File: config.mk
export PLATFORM = sky130hd
export DESIGN_NAME = spi_frame_ctrl
export DESIGN_NICKNAME = d
export VERILOG_FILES = /design/src/rtl/spi_calc_pkg.sv /design/src/rtl/spi_sync.sv /design/src/rtl/spi_frame_ctrl.sv
export SDC_FILE = /design/constraint.sdc
export NUM_CORES = 1
export LEC_CHECK = 0
export CORE_MARGIN = 2
export CORE_UTILIZATION = 55
export DETAILED_ROUTE_END_ITERATION = 10
export GPL_ROUTABILITY_DRIVEN = 0
export GPL_TIMING_DRIVEN = 0
export PLACE_DENSITY = 0.79
export REMOVE_ABC_BUFFERS = 1
export SETUP_SLACK_MARGIN = 0.02
export SLEW_MARGIN = 20
export SYNTH_ARGS = -nofsm -noshare
export SYNTH_HDL_FRONTEND = slang
export SYNTH_SLANG_ARGS = --single-unit
File: constraint.sdc
create_clock -name clk -period 2.2 [get_ports clk]
set_clock_uncertainty 0.2 [all_clocks]
set_input_delay 0.44 -clock clk [delete_from_list [all_inputs] [get_ports clk]]
set_output_delay 0.44 -clock clk [all_outputs]
set_load 0.01 [all_outputs]
File: src/rtl/spi_calc_pkg.sv
// Shared constants and FSM state type for the SPI frame receiver.
package spi_calc_pkg;
   localparam int SPI_FRAME_BITS = 48;
   localparam int SPI_WORD_W     = 16;

   typedef enum logic [1:0] {
      IDLE  = 2'd0,
      SHIFT = 2'd1,
      CHECK = 2'd2,
      HOLD  = 2'd3
   } state_e;
endpackage

File: src/rtl/spi_sync.sv
// Multi-stage synchronizer for one asynchronous input, with level and edge pulses.
module spi_sync #(
   parameter int STAGES = 2
) (
   input  logic clk,
   input  logic rst_n,
   input  logic async_in,
   output logic level,
   output logic rise,
   output logic fall
);
   logic [STAGES-1:0] sync_q, sync_d;
   logic              prev_q, prev_d;

   always_comb begin
      sync_d = {sync_q[STAGES-2:0], async_in};
      prev_d = sync_q[STAGES-1];
   end

   always_ff @(posedge clk or negedge rst_n) begin
      if (!rst_n) begin
         sync_q <= '0;
         prev_q <= 1'b0;
      end else begin
         sync_q <= sync_d;
         prev_q <= prev_d;
      end
   end

   assign level = sync_q[STAGES-1];
   assign rise  = sync_q[STAGES-1] & ~prev_q;
   assign fall  = ~sync_q[STAGES-1] & prev_q;
endmodule

File: src/rtl/spi_frame_ctrl.sv
// SPI slave frame receiver: shifts a 3-operand frame and presents it with a valid/ready handshake.
// Optional err_cnt output is enabled by defining SPI_FRAME_ERR_CNT_EN.
module spi_frame_ctrl
   import spi_calc_pkg::*;
#(
   parameter int FRAME_BITS  = SPI_FRAME_BITS,
   parameter int WORD_W      = SPI_WORD_W,
   parameter int SYNC_STAGES = 2
) (
   input  logic              clk,
   input  logic              rst_n,
   input  logic              master_clk,
   input  logic              master_chip_select,
   input  logic              master_data,
   output logic [WORD_W-1:0] op_a,
   output logic [WORD_W-1:0] op_b,
   output logic [WORD_W-1:0] op_c,
   output logic              op_valid,
   input  logic              op_ready,
   output logic              frame_err,
   output logic              busy
`ifdef SPI_FRAME_ERR_CNT_EN
   ,
   output logic [7:0]        err_cnt
`endif
);
   localparam int CNT_W = $clog2(FRAME_BITS + 2);
   localparam logic [CNT_W-1:0] CNT_FULL = CNT_W'(FRAME_BITS);
   localparam logic [CNT_W-1:0] CNT_MAX  = '1;

   logic mclk_lvl_unused, mclk_rise, mclk_fall_unused;
   logic cs_lvl_unused, cs_rise, cs_fall;
   logic data_lvl, data_rise_unused, data_fall_unused;

   spi_sync #(.STAGES(SYNC_STAGES)) u_sync_mclk (
      .clk(clk), .rst_n(rst_n), .async_in(master_clk),
      .level(mclk_lvl_unused), .rise(mclk_rise), .fall(mclk_fall_unused));
   spi_sync #(.STAGES(SYNC_STAGES)) u_sync_cs (
      .clk(clk), .rst_n(rst_n), .async_in(master_chip_select),
      .level(cs_lvl_unused), .rise(cs_rise), .fall(cs_fall));
   spi_sync #(.STAGES(SYNC_STAGES)) u_sync_data (
      .clk(clk), .rst_n(rst_n), .async_in(master_data),
      .level(data_lvl), .rise(data_rise_unused), .fall(data_fall_unused));

   state_e                state_q, state_d;
   logic [FRAME_BITS-1:0] sr_q, sr_d;
   logic [CNT_W-1:0]      cnt_q, cnt_d;
   logic [WORD_W-1:0]     op_a_q, op_a_d, op_b_q, op_b_d, op_c_q, op_c_d;
   logic                  op_valid_q, op_valid_d;
   logic                  frame_err_q, frame_err_d;

   always_comb begin
      state_d     = state_q;
      sr_d        = sr_q;
      cnt_d       = cnt_q;
      op_a_d      = op_a_q;
      op_b_d      = op_b_q;
      op_c_d      = op_c_q;
      op_valid_d  = op_valid_q;
      frame_err_d = 1'b0;
      case (state_q)
         IDLE: begin
            if (cs_rise) begin
               state_d = SHIFT;
               sr_d    = '0;
               cnt_d   = '0;
            end
         end
         SHIFT: begin
            if (mclk_rise) begin
               sr_d = {sr_q[FRAME_BITS-2:0], data_lvl};
               if (cnt_q != CNT_MAX) cnt_d = cnt_q + 1'b1;
            end
            if (cs_fall) state_d = CHECK;
         end
         CHECK: begin
            if (cnt_q == CNT_FULL) begin
               op_a_d     = sr_q[3*WORD_W-1 -: WORD_W];
               op_b_d     = sr_q[2*WORD_W-1 -: WORD_W];
               op_c_d     = sr_q[WORD_W-1:0];
               op_valid_d = 1'b1;
               state_d    = HOLD;
            end else begin
               frame_err_d = 1'b1;
               state_d     = IDLE;
            end
         end
         HOLD: begin
            // A frame started while results are pending is dropped, not shifted.
            if (cs_rise) frame_err_d = 1'b1;
            if (op_valid_q && op_ready) begin
               op_valid_d = 1'b0;
               state_d    = IDLE;
            end
         end
         default: state_d = IDLE;
      endcase
   end

   always_ff @(posedge clk or negedge rst_n) begin
      if (!rst_n) begin
         state_q     <= IDLE;
         sr_q        <= '0;
         cnt_q       <= '0;
         op_a_q      <= '0;
         op_b_q      <= '0;
         op_c_q      <= '0;
         op_valid_q  <= 1'b0;
         frame_err_q <= 1'b0;
      end else begin
         state_q     <= state_d;
         sr_q        <= sr_d;
         cnt_q       <= cnt_d;
         op_a_q      <= op_a_d;
         op_b_q      <= op_b_d;
         op_c_q      <= op_c_d;
         op_valid_q  <= op_valid_d;
         frame_err_q <= frame_err_d;
      end
   end

   assign op_a      = op_a_q;
   assign op_b      = op_b_q;
   assign op_c      = op_c_q;
   assign op_valid  = op_valid_q;
   assign frame_err = frame_err_q;
   assign busy      = (state_q == SHIFT);

`ifdef SPI_FRAME_ERR_CNT_EN
   logic [7:0] err_cnt_q, err_cnt_d;

   // A handshake clears the count even if an error pulse lands on the same cycle.
   always_comb begin
      err_cnt_d = err_cnt_q;
      if (op_valid_q && op_ready)
         err_cnt_d = '0;
      else if (frame_err_q && (err_cnt_q != 8'hFF))
         err_cnt_d = err_cnt_q + 8'd1;
   end

   always_ff @(posedge clk or negedge rst_n) begin
      if (!rst_n) err_cnt_q <= '0;
      else        err_cnt_q <= err_cnt_d;
   end

   assign err_cnt = err_cnt_q;
`endif
endmodule

# Word-level counts from Yosys, hierarchy flattened
# Index checks and enable logic that the tools add are counted.
# Widths: inputs -> output; s select.
# classes
add_sub_neg	1
eq_ne	11
n_mux	18
bitwise	6
reduce_logical	9
# ops
operator	count
$mux 48	2
$pmux 48 s2	1
$mux 6	3
$pmux 6 s2	1
$reduce_and 3->1	3
$mux 2	4
$pmux 2 s4	1
$add 6x1->6 const B	1
$eq 6x6->1 const B	1
$ne 2x1->1 const B	3
$ne 2x2->1 const B	3
$ne 6x6->1 const B	1
$eq 2x2->1 const B	2
$mux 1	4
$pmux 1 s2	2
$reduce_and 4->1	1
$reduce_bool 2->1	2
$and 1x1->1	3
$not 1->1	3
$eq 2x1->1 const B	1
$logic_not 2->1	1
$reduce_and 2->1	1
$logic_and 1x1->1	1
# word_totals
regBits	114
output_inout_bits	51
word_cells	58

# Logic depth before layout (Yosys ltp)
# Gate-level depths: netlist of run 1.
# logic_depth
word_depth	4
ltp_mapped	8

# Modules after synthesis
# Synthesis of run 1 repeated with hierarchy kept, for this count alone.
# hier_totals
cells_unflattened	389
hier_area_um2	4605.7
# modules_own_cells
mod	instances	cells_per_inst	area_per_inst_um2	seq_area_each_um2
spi_frame_ctrl	1	374	4335.4	2652.5
spi_sync	3	5	90.1	75.1

# Worst setup path after synthesis of run 1
# OpenSTA, ideal clock, no wires.
# synth_path
kind	reg-to-reg
from	register cnt_q[0]
to	register op_a_q[10] (netlist: op_a[10])
arrival_time_ns	1.559
path_slack_ns	0.316
path_stages_with_launch	9
n_path_buf	2
synth_period_minus_slack_ns	1.884
cell_sequence	dfrtp_1 > inv_1 > ha_1 > nand4b_1 > nor2_2 > nand3b_1 > buf_2 > buf_6 > mux2_2
# synth_between
elab_chain_len	2
# synth_rtl
item	line	rtl
start: declaration	spi_frame_ctrl.sv:47	logic [CNT_W-1:0] cnt_q, cnt_d;
start signal: assignment	spi_frame_ctrl.sv:113	cnt_q <= cnt_d;
$eq 6x6->1	spi_frame_ctrl.sv:77	if (cnt_q == CNT_FULL) begin
$reduce_and 2->1 (no line)	-	
end signal: assignment	spi_frame_ctrl.sv:114	op_a_q <= op_a_d;
end: declaration	spi_frame_ctrl.sv:48	logic [WORD_W-1:0] op_a_q, op_a_d, op_b_q, op_b_d, op_c_q, op_c_d;
# No other way between the ends.
# A chain may end at the register's enable or synchronous reset.

# Worst setup path after layout of run 1
# layout_path
from	register state_q[1]
to	output busy
# layout_between
elab_chain_len	1
# layout_rtl
item	line	rtl
start: declaration	spi_frame_ctrl.sv:45	state_e state_q, state_d;
start signal: assignment	spi_frame_ctrl.sv:111	state_q <= state_d;
$eq 2x1->1	spi_frame_ctrl.sv:127	assign busy = (state_q == SHIFT);
end: declaration	spi_frame_ctrl.sv:21	output logic busy
# No other way between the ends.

==> impl_metrics.csv, run 1 <==
group,metric,value,unit
pwr,p_comb_frac,0.147,
worst_setup_path,cp-startpoint,"state_q[1]$_DFFE_PN0P_",
clock_network,clock-sinks,114,
worst_setup_path,cp_max_fo,7,
drt,detail_route.iter0.violations,219,
pwr,vdd_drop_max,0.608,mV
floorplan,pin_count,57,
global_route,grt_pass1_wl,15.0,mm
pwr,power.internal,4.06,mW
drt,drc,0,
layout,nets,476,
worst_setup_path,endpoint_kind,"output pin",
drt,drt_pre_antenna_iters,4,
synth,avgSynthCellArea,11.7,um2
drt,num_vias,3169,
layout,drive_gt1_frac,0.258,
worst_setup_path,reg2reg_from,"state_q[0]$_DFFE_PN0P_",
worst_setup_path,crit_arrival,1.49,ns
worst_setup_path,critPathSlowestCell,"dfrtp_2",
drt,ant_nets,0,
synth,synthDistinctLibCells,33,
timing,slew_viol_final,0,
global_route,grt_max_degree,74,
timing,finalCriticalPeriod,2.13,ns
placement,io_buffers,56,
timing,timing.final.ws_setup,0.0692,ns
timing,max_freq,0.469,GHz
drt,wire_per_inst,16.3,um
floorplan,initial_core_util,0.575,
drt,wl,9.48,mm
timing,setup_viol,0,
synth,syn_area,0.00449,mm2
timing,min_period_over_period,0.969,
timing,maxSlewHeadroom,0.501,
pwr,switching_share,0.265,
layout,final_common_cell,"dfrtp_1",
layout,n_fill_cell,511,
synth,synth_cells,383,
layout,final_core_utilization,0.766,
timing,worstMarginPinSlew,0.745,ns
min_path,worstHoldStart,"u_sync_mclk.sync_q[0]$_DFF_PN0_",
worst_setup_path,worstPathRequired,1.56,ns
layout,antennaDiodeCount,0,
flow_run,cap_violations,0,
worst_setup_path,worstPathCellList,"nor2b_4 > dlygate4sd2_1",
floorplan,row_count,32,
clock_network,cts_buffers,17,
clock_network,clock-root-buffer,"clkbuf_8",
clock_network,clk_pin_slew,0.05,ns
clock_network,cts.htree.levels,4,
worst_setup_path,critPathKind,"reg2out",
pwr,leakage,3.04,nW
synth,ys_seq_area_frac,0.636,
pwr,seqPwrFrac,0.406,
synth,yosys_warnings,0,
run_status,run_status,"completed",
placement,dpl.hpwl,5.12,mm
floorplan,core,0.00781,mm2
synth,yosys_register_bits,114,
timing,hold_violations,0,
global_route,antenna_found_initial,0,
pwr,power_switching,1.46,mW
timing,finalSetupTns,0,ns
global_route,grt_usage,0.223,
worst_setup_path,max_stage_delay,0.47,ns
min_path,hold_path.class,"reg2reg",
placement,pre_cts_slack,-0.788,ns
floorplan,dieWidth,94.3,um
worst_setup_path,crit_path_start_kind,"register",
layout,area.growth.synth_to_final,33.3,%
pwr,power_density,924,mW/mm2
pwr,p_total,5.53,mW
floorplan,dieArea,0.00889,mm2
layout,final_cell_mix,"112 x dfrtp_1, 100 x nand2_1, 54 x clkdlybuf4s50_1",
clock_network,cts_tree,"done",
timing,fin_hold_ws,0.145,ns
clock_network,clock_latency,0.50,ns
drt,vias_per_cell,5.45,
floorplan,die_height,94.3,um
pwr,clock_power_share,0.447,
global_route,first_global_vias,3146,
clock_network,clock_path_buffers,2,
global_route,grt-ovfl-total,0,
-- metal layers --
| metal | up-vias | GRT usage | share of wire |
|---|---|---|---|
| met5 | - | 0 | 0 |
| met1 | 1594 | 0.284 | 0.43 |
| met4 | 0 | 0.110 | 0.014 |
| li1 | 1475 | - | - |
| met3 | 13 | 0.0482 | 0.041 |
| met2 | 87 | 0.363 | 0.51 |
-- state kept, by name, indices dropped and copies added (netlist names) --
signal,cells
cnt_q,6
frame_err,1
op_a,16
op_b,16
op_c,16
op_valid,1
sr_q,48
state_q,2
u_sync_cs.prev_q,1
u_sync_cs.sync_q,2
u_sync_data.sync_q,2
u_sync_mclk.prev_q,1
u_sync_mclk.sync_q,2
-- worst max-delay path: cells and delay by family (launching register included) --
family | cells | cell delay, ns
flip-flops | 1 | 0.47
buffers and inverters | 1 | 0.30
AND/OR/NAND/NOR | 1 | 0.22
-- synth_stat cells (all sizes together) --
master,n,area share
nor2,3,0.0031
a311oi,1,0.0020
nand2b,1,0.0014
a31o,2,0.0039
buf,15,0.021
or3,2,0.0028
and2,1,0.0014
mux2,49,0.12
nor3b,1,0.0017
and3,2,0.0028
clkbuf,9,0.0075
a41oi,1,0.0020
inv,3,0.0025
a2111o,1,0.0025
a21o,1,0.0017
ha,2,0.0056
a22o,1,0.0020
o211ai,1,0.0017
dfrtp,114,0.64
nand3b,1,0.0017
a21oi,7,0.0078
o21ai,6,0.0067
nand3,53,0.059
a21boi,1,0.0017
nor2b,2,0.0045
nand4b,1,0.0020
nor4b,1,0.0053
nand2,100,0.084
a31oi,1,0.0028
-- area by class of cell --
class / instances / area (um2) / share of cell area
clock inverter: 10 / 85.1 / 0.0142
clock buffer: 21 / 459 / 0.0768
tap: 102 / 128 / 0.0213
timing repair buffer: 88 / 900 / 0.150
multi-input combinational: 244 / 1540 / 0.258
sequential: 114 / 2860 / 0.477
inverter: 3 / 11.3 / 0.00188
-- path summary, 6_finish.rpt --
path,endpoint,slack (ns),cells past startpoint
worst max-delay path,busy,0.07,2
worst min-delay path,u_sync_mclk.sync_q[1]$_DFF_PN0_,0.15,0
worst max register to register,cnt_q[5]$_DFFE_PN0P_,0.09,6
worst min register to register,u_sync_mclk.sync_q[1]$_DFF_PN0_,0.15,0
max in group asynchronous,state_q[1]$_DFFE_PN0P_,0.92,3
min in group asynchronous,u_sync_mclk.sync_q[0]$_DFF_PN0_,0.22,2
-- metrics by stage --
| step | cells | instance area (um2) |
|---|---|---|
| after floorplan | 359 | 4360 |
| after global placement | 517 | 5040 |
| after detailed placement | 524 | 5190 |
| after CTS | 568 | 5860 |
| after global routing | 582 | 5980 |
| final | 582 | 5980 |
-- repair_timing --
item	4_1_cts	5_1_grt
hold buffers	1	0
gates cloned	1	1
hold endpoints to repair	41	0
setup endpoints to repair	103	80
pin swaps	1	2
buffers inserted	11	14
resized for setup	5	4
-- cells by family (layout without fill, tap and decap cells) --
kind of cell             count (synthesis)  after routing  synth area share
multiplexers                            49             49             0.123
buffers and inverters                   27            122            0.0315
AND/OR/NAND/NOR                        168            169             0.169
AO/OA/AOI/OAI                           23             24            0.0346
adder cells (fa/ha/maj)                  2              2           0.00558
flip-flops                             114            114             0.636
-- power groups by stage --
stage	sequential (mW)	combinational (mW)	clock, mW
after floorplan	2.27	0.297	0
after global placement	2.28	0.478	0
after detailed placement	2.28	0.581	0
after CTS	2.25	0.692	2.49
after global routing	2.25	0.875	2.61
final	2.25	0.812	2.47
(Power assumes the default switching activity.)
==> inputs of run 2 (changes only) <==
--- a/config.mk
+++ b/config.mk
@@ -5,7 +5,6 @@
 export SDC_FILE = /design/constraint.sdc
 export NUM_CORES = 1
 export LEC_CHECK = 0
-export CORE_MARGIN = 2
 export CORE_UTILIZATION = 55
 export DETAILED_ROUTE_END_ITERATION = 10
 export GPL_ROUTABILITY_DRIVEN = 0
@@ -13,6 +12,7 @@
 export PLACE_DENSITY = 0.79
 export REMOVE_ABC_BUFFERS = 1
 export SETUP_SLACK_MARGIN = 0.02
+export SKIP_CTS_REPAIR_TIMING = 1
 export SLEW_MARGIN = 20
 export SYNTH_ARGS = -nofsm -noshare
 export SYNTH_HDL_FRONTEND = slang
==> run 2 against run 1 <==
Sequential share of layout area rose by 0.54 points. Final area is 1.1% lower. Setup slack worse by 0.016 ns. Total power is 0.14% higher. Die area shrank 4.2%. Count of clock-buffer cells in the layout unchanged. Sequential power about the same. Flip-flop and latch count did not move. Critical path depth grew 6. Cell count down 2.2%. Register-to-register slack got worse by 0.04 ns.
==> impl_metrics.csv, run 2 (synthesized netlist as in run 1, its figures left out) <==
group,metric,value,unit
global_route,antenna_found_initial,0,
run_status,run_status,"completed",
flow_run,cap_violations,0,
worst_setup_path,cp_top_family,"simple AND/OR/NAND/NOR gates",
layout,largest_reg_flops,48,
global_route,busiest_layer,"met2",
clock_network,cts_tree,"done",
pwr,p_total,5.54,mW
floorplan,initial_core_util,0.575,
worst_setup_path,worstPathCellList,"inv_1 > ha_1 > nand4b_1 > nor2_2 > nand3b_1 > buf_16 > buf_6 > mux2_2",
drt,detail_route.iter0.violations,183,
timing,timing.final.ws_setup,0.0528,ns
timing,finalCriticalPeriod,2.15,ns
clock_network,cts_buffers,17,
layout,largest_register,"sr_q",
timing,min_period_over_period,0.976,
global_route,use_met3,0.0599,
placement,pre_cts_slack,-0.774,ns
pwr,leakage,3.01,nW
global_route,grt-ovfl-total,0,
worst_setup_path,cp_max_fo,15,
layout,area.growth.synth_to_final,31.9,%
layout,drive_gt1_frac,0.231,
worst_setup_path,worstPathRequired,2.38,ns
drt,ant_nets,0,
layout,nets,463,
worst_setup_path,max_stage_delay,0.40,ns
clock_network,clock_path_buffers,2,
global_route,first_global_vias,2952,
worst_setup_path,worst-path-buf-inv,3,
timing,setup_viol,0,
clock_network,clock-sinks,114,
worst_setup_path,critPathSlowestCell,"dfrtp_1",
layout,antennaDiodeCount,0,
timing,worstMarginPinSlew,0.610,ns
global_route,use_met2,0.364,
floorplan,die_height,92.3,um
timing,finalSetupTns,0,ns
clock_network,cts.htree.levels,4,
floorplan,dieArea,0.00852,mm2
floorplan,pin_count,57,
global_route,grt_usage,0.217,
pwr,power_density,936,mW/mm2
timing,fin_hold_ws,0.148,ns
drt,drc,0,
floorplan,core,0.00781,mm2
min_path,hold_path.class,"reg2reg",
clock_network,clk_pin_slew,0.05,ns
placement,dpl.hpwl,5.02,mm
worst_setup_path,endpoint_kind,"register",
layout,final_core_utilization,0.758,
floorplan,row_count,32,
timing,slew_viol_final,0,
floorplan,dieWidth,92.3,um
drt,vias_per_cell,5.51,
timing,max_freq,0.466,GHz
timing,hold_violations,0,
drt,wl,9.09,mm
worst_setup_path,crit_arrival,2.33,ns
drt,drt_pre_antenna_iters,5,
pwr,vdd_drop_max,0.592,mV
global_route,grt_use_met1,0.265,
layout,final_cell_mix,"112 x dfrtp_1, 100 x nand2_1, 54 x clkdlybuf4s50_1",
global_route,grt_max_degree,67,
clock_network,clock-root-buffer,"clkbuf_8",
worst_setup_path,crit_path_start_kind,"register",
global_route,grt_pass1_wl,14.0,mm
timing,maxSlewHeadroom,0.593,
worst_setup_path,critPathKind,"reg2reg",
drt,num_vias,3137,
placement,io_buffers,56,
layout,final_common_cell,"dfrtp_1",
drt,wire_per_inst,16.0,um
clock_network,clock_latency,0.50,ns
==> run 2: changes by cell type in the layout (fill, tap and decap cells not counted), sizes merged <==
cell	before	now
buf	32	19
clkinvlp	4	2
bufinv	1	2
clkinv	5	6
dlygate4sd2	1	0
dlymetal6s2s	0	1
==> run 2: through the flow <==
| stage | std cells | cell area (um2) |
|---|---|---|
| 2_1_floorplan | 359 | 4360 |
| 3_3_place_gp | 517 | 5040 |
| 3_5_place_dp | 524 | 5210 |
| 4_1_cts | 555 | 5780 |
| 5_1_grt | 569 | 5910 |
| 6_report | 569 | 5910 |
==> run 2: final timing paths <==
kind | from | endpoint | slack, ns | depth (start not counted)
min reg2reg | u_sync_data.sync_q[0]$_DFF_PN0_ | u_sync_data.sync_q[1]$_DFF_PN0_ | 0.15 | 0
max in group asynchronous | rst_n | cnt_q[2]$_DFFE_PN0P_ | 0.91 | 3
min in group asynchronous | rst_n | op_c[0]$_DFFE_PN0P_ | 0.23 | 2
max reg2reg | cnt_q[0]$_DFFE_PN0P_ | op_b[3]$_DFFE_PN0P_ | 0.05 | 8
min | u_sync_data.sync_q[0]$_DFF_PN0_ | u_sync_data.sync_q[1]$_DFF_PN0_ | 0.15 | 0
max | cnt_q[0]$_DFFE_PN0P_ | op_b[3]$_DFFE_PN0P_ | 0.05 | 8
==> run 2: per-layer routing <==
metal  up-vias  part of all wire
li1       1449                 -
met1      1606              0.42
met2        78              0.53
met3         4             0.037
met4         0            0.0055
met5         -                 0
==> run 2: power breakdown <==
part	switching, mW	internal [mW]
registers	0.0686	2.17
clock network	0.902	1.68
logic	0.456	0.257
==> run 2: cell type report <==
class	instances	area, um2
Timing Repair Buffer	75	826
Fill cell	504	1890
Clock buffer	21	459
Sequential cell	114	2860
Clock inverter	10	109
Multi-Input combinational cell	244	1530
Tap cell	102	128
Inverter	3	11.3
==> inputs of run 3 (changes only) <==
--- a/config.mk
+++ b/config.mk
@@ -10,10 +10,11 @@
 export GPL_ROUTABILITY_DRIVEN = 0
 export GPL_TIMING_DRIVEN = 0
 export PLACE_DENSITY = 0.79
+export RECOVER_POWER = 25
 export REMOVE_ABC_BUFFERS = 1
 export SETUP_SLACK_MARGIN = 0.02
 export SKIP_CTS_REPAIR_TIMING = 1
-export SLEW_MARGIN = 20
 export SYNTH_ARGS = -nofsm -noshare
 export SYNTH_HDL_FRONTEND = slang
+export SYNTH_HIERARCHICAL = 1
 export SYNTH_SLANG_ARGS = --single-unit
==> run 3 against run 2 <==
Setup slack worse by 0.046 ns. First-iteration DRC count rose by 46%. Register-to-register slack worse by 0.05 ns. Hold slack hardly changed. Count of clock-buffer cells in the layout rose by 3. Core utilization fell by 0.39 points. Cell count increased by 1.4%. Synthesized cell count increased by 0.52%. Global-route usage rose by 0.34 points. Sequential share of layout area fell by 0.24 points. Synthesized area increased by 1.6%. Non-clock buffer count increased by 3.
==> impl_metrics.csv, run 3 <==
group,metric,value,unit
min_path,min_path_cells,0,
layout,n_fill_cell,538,
layout,final_core_utilization,0.754,
worst_setup_path,r2r-end,"op_c[14]$_DFFE_PN0P_",
floorplan,core,0.00789,mm2
min_path,hold_path.class,"reg2reg",
worst_setup_path,reg2reg_from,"cnt_q[0]$_DFFE_PN0P_",
layout,largest_reg_flops,48,
worst_setup_path,cp_max_fo,12,
placement,io_buffers,56,
floorplan,dieWidth,93.0,um
global_route,first_global_vias,2958,
layout,largest_register,"sr_q",
global_route,grt_pass1_wl,14.3,mm
drt,drt_pre_antenna_iters,5,
drt,wire_per_inst,18.0,um
timing,setup_viol,0,
drt,detail_route.iter0.violations,267,
clock_network,clock_latency,0.51,ns
synth,avgSynthCellArea,11.8,um2
worst_setup_path,reg2regPathDepth,6,
flow_run,cap_violations,0,
min_path,worstHoldStart,"u_sync_cs/sync_q[0]$_DFF_PN0_",
global_route,grt_max_degree,59,
clock_network,clock_path_buffers,2,
clock_network,clock-sinks,114,
timing,hold_violations,0,
worst_setup_path,endpoint_kind,"register",
placement,dpl.hpwl,4.92,mm
timing,maxSlewHeadroom,0.512,
synth,synth_cells,385,
worst_setup_path,cp-startpoint,"cnt_q[0]$_DFFE_PN0P_",
timing,slew_viol_final,0,
floorplan,initial_core_util,0.578,
clock_network,clk_pin_slew,0.05,ns
global_route,antenna_found_initial,0,
pwr,vdd_drop_max,0.571,mV
floorplan,die_height,93.0,um
timing,worstMarginPinSlew,0.731,ns
global_route,grt-ovfl-total,0,
worst_setup_path,setup.reg_to_reg.worst_slack,0.007,ns
layout,area.growth.synth_to_final,30.5,%
run_status,run_status,"completed",
timing,fin_hold_ws,0.148,ns
drt,vias_per_cell,5.63,
pwr,leakage,2.98,nW
timing,min_period_over_period,0.997,
worst_setup_path,crit_path_start_kind,"register",
floorplan,pin_count,57,
timing,max_freq,0.456,GHz
layout,final_common_cell,"dfrtp_1",
timing,finalCriticalPeriod,2.19,ns
floorplan,dieArea,0.00865,mm2
drt,drc,0,
drt,ant_nets,0,
pwr,power_density,1000,mW/mm2
clock_network,cts.htree.levels,4,
global_route,grt_usage,0.220,
worst_setup_path,crit_end,"op_c[14]$_DFFE_PN0P_",
layout,drive_gt1_frac,0.240,
layout,antennaDiodeCount,0,
drt,num_vias,3246,
drt,wl,10.4,mm
worst_setup_path,critPathKind,"reg2reg",
layout,nets,472,
floorplan,row_count,32,
synth,syn_area,0.00456,mm2
clock_network,cts_tree,"done",
worst_setup_path,worstPathRequired,2.38,ns
clock_network,cts_buffers,17,
worst_setup_path,crit_arrival,2.38,ns
synth,yosys_warnings,6,
layout,final_cell_mix,"112 x dfrtp_1, 104 x nand2_1, 52 x nand3_1",
clock_network,clock-root-buffer,"clkbuf_8",
[run 3: worst min path at each step]
stage	to	slack [ns]
global route	u_sync_cs/sync_q[1]$_DFF_PN0_	0.15
floorplan	cnt_q[0]$_DFFE_PN0P_	-0.06
detailed placement	u_sync_mclk/sync_q[1]$_DFF_PN0_	0.14
global placement	u_sync_data/sync_q[1]$_DFF_PN0_	0.13
CTS	op_c[5]$_DFFE_PN0P_	-0.19
finish	u_sync_cs/sync_q[1]$_DFF_PN0_	0.15
[run 3: through the flow]
step | total power, mW | setup TNS, ns | cell area, um2 | setup WS (ns) | instances
after floorplan | 2.69 | -42.54 | 4400 | -1.09 | 361
after global placement | 2.90 | -534.83 | 5080 | -3.74 | 519
after detailed placement | 3.08 | -8.85 | 5190 | -0.332 | 523
after CTS | 5.57 | -10.87 | 5730 | -0.884 | 553
after global routing | 6.18 | -1.00 | 5940 | -0.0410 | 577
final | 5.97 | 0 | 5940 | 0.00661 | 577
[run 3: routing by layer]
| metal | vias up | routed length, um | GRT usage |
|---|---|---|---|
| met5 | - | 0 | 0 |
| met1 | 1671 | 4530 | 0.281 |
| li1 | 1456 | - | - |
| met2 | 103 | 5170 | 0.355 |
| met4 | 0 | 226 | 0.0962 |
| met3 | 16 | 435 | 0.0602 |
[run 3: area by class of cell]
class | count | area, um2 | share of cell area
Timing Repair Buffer | 78 | 803 | 0.135
Clock buffer | 24 | 480 | 0.0808
Tap cell | 102 | 128 | 0.0215
Sequential cell | 114 | 2860 | 0.480
Inverter | 5 | 18.8 | 0.00316
Clock inverter | 6 | 55.1 | 0.00926
Multi-Input combinational cell | 248 | 1600 | 0.270
[run 3: where the power goes]
| group | total [mW] | internal [mW] | switching (mW) | leakage [nW] |
|---|---|---|---|---|
| logic | 1.19 | 0.485 | 0.708 | 1.14 |
| clock network | 2.47 | 1.59 | 0.882 | 0.270 |
| registers | 2.30 | 2.19 | 0.116 | 1.56 |
[run 3: worst max-delay path, cell delays in order, from the launching register on]
cell	delay, ns
dfrtp_1	0.42
inv_1	0.07
ha_1	0.15
nand4b_1	0.17
nor2_4	0.30
and3_4	0.38
mux2_2	0.37
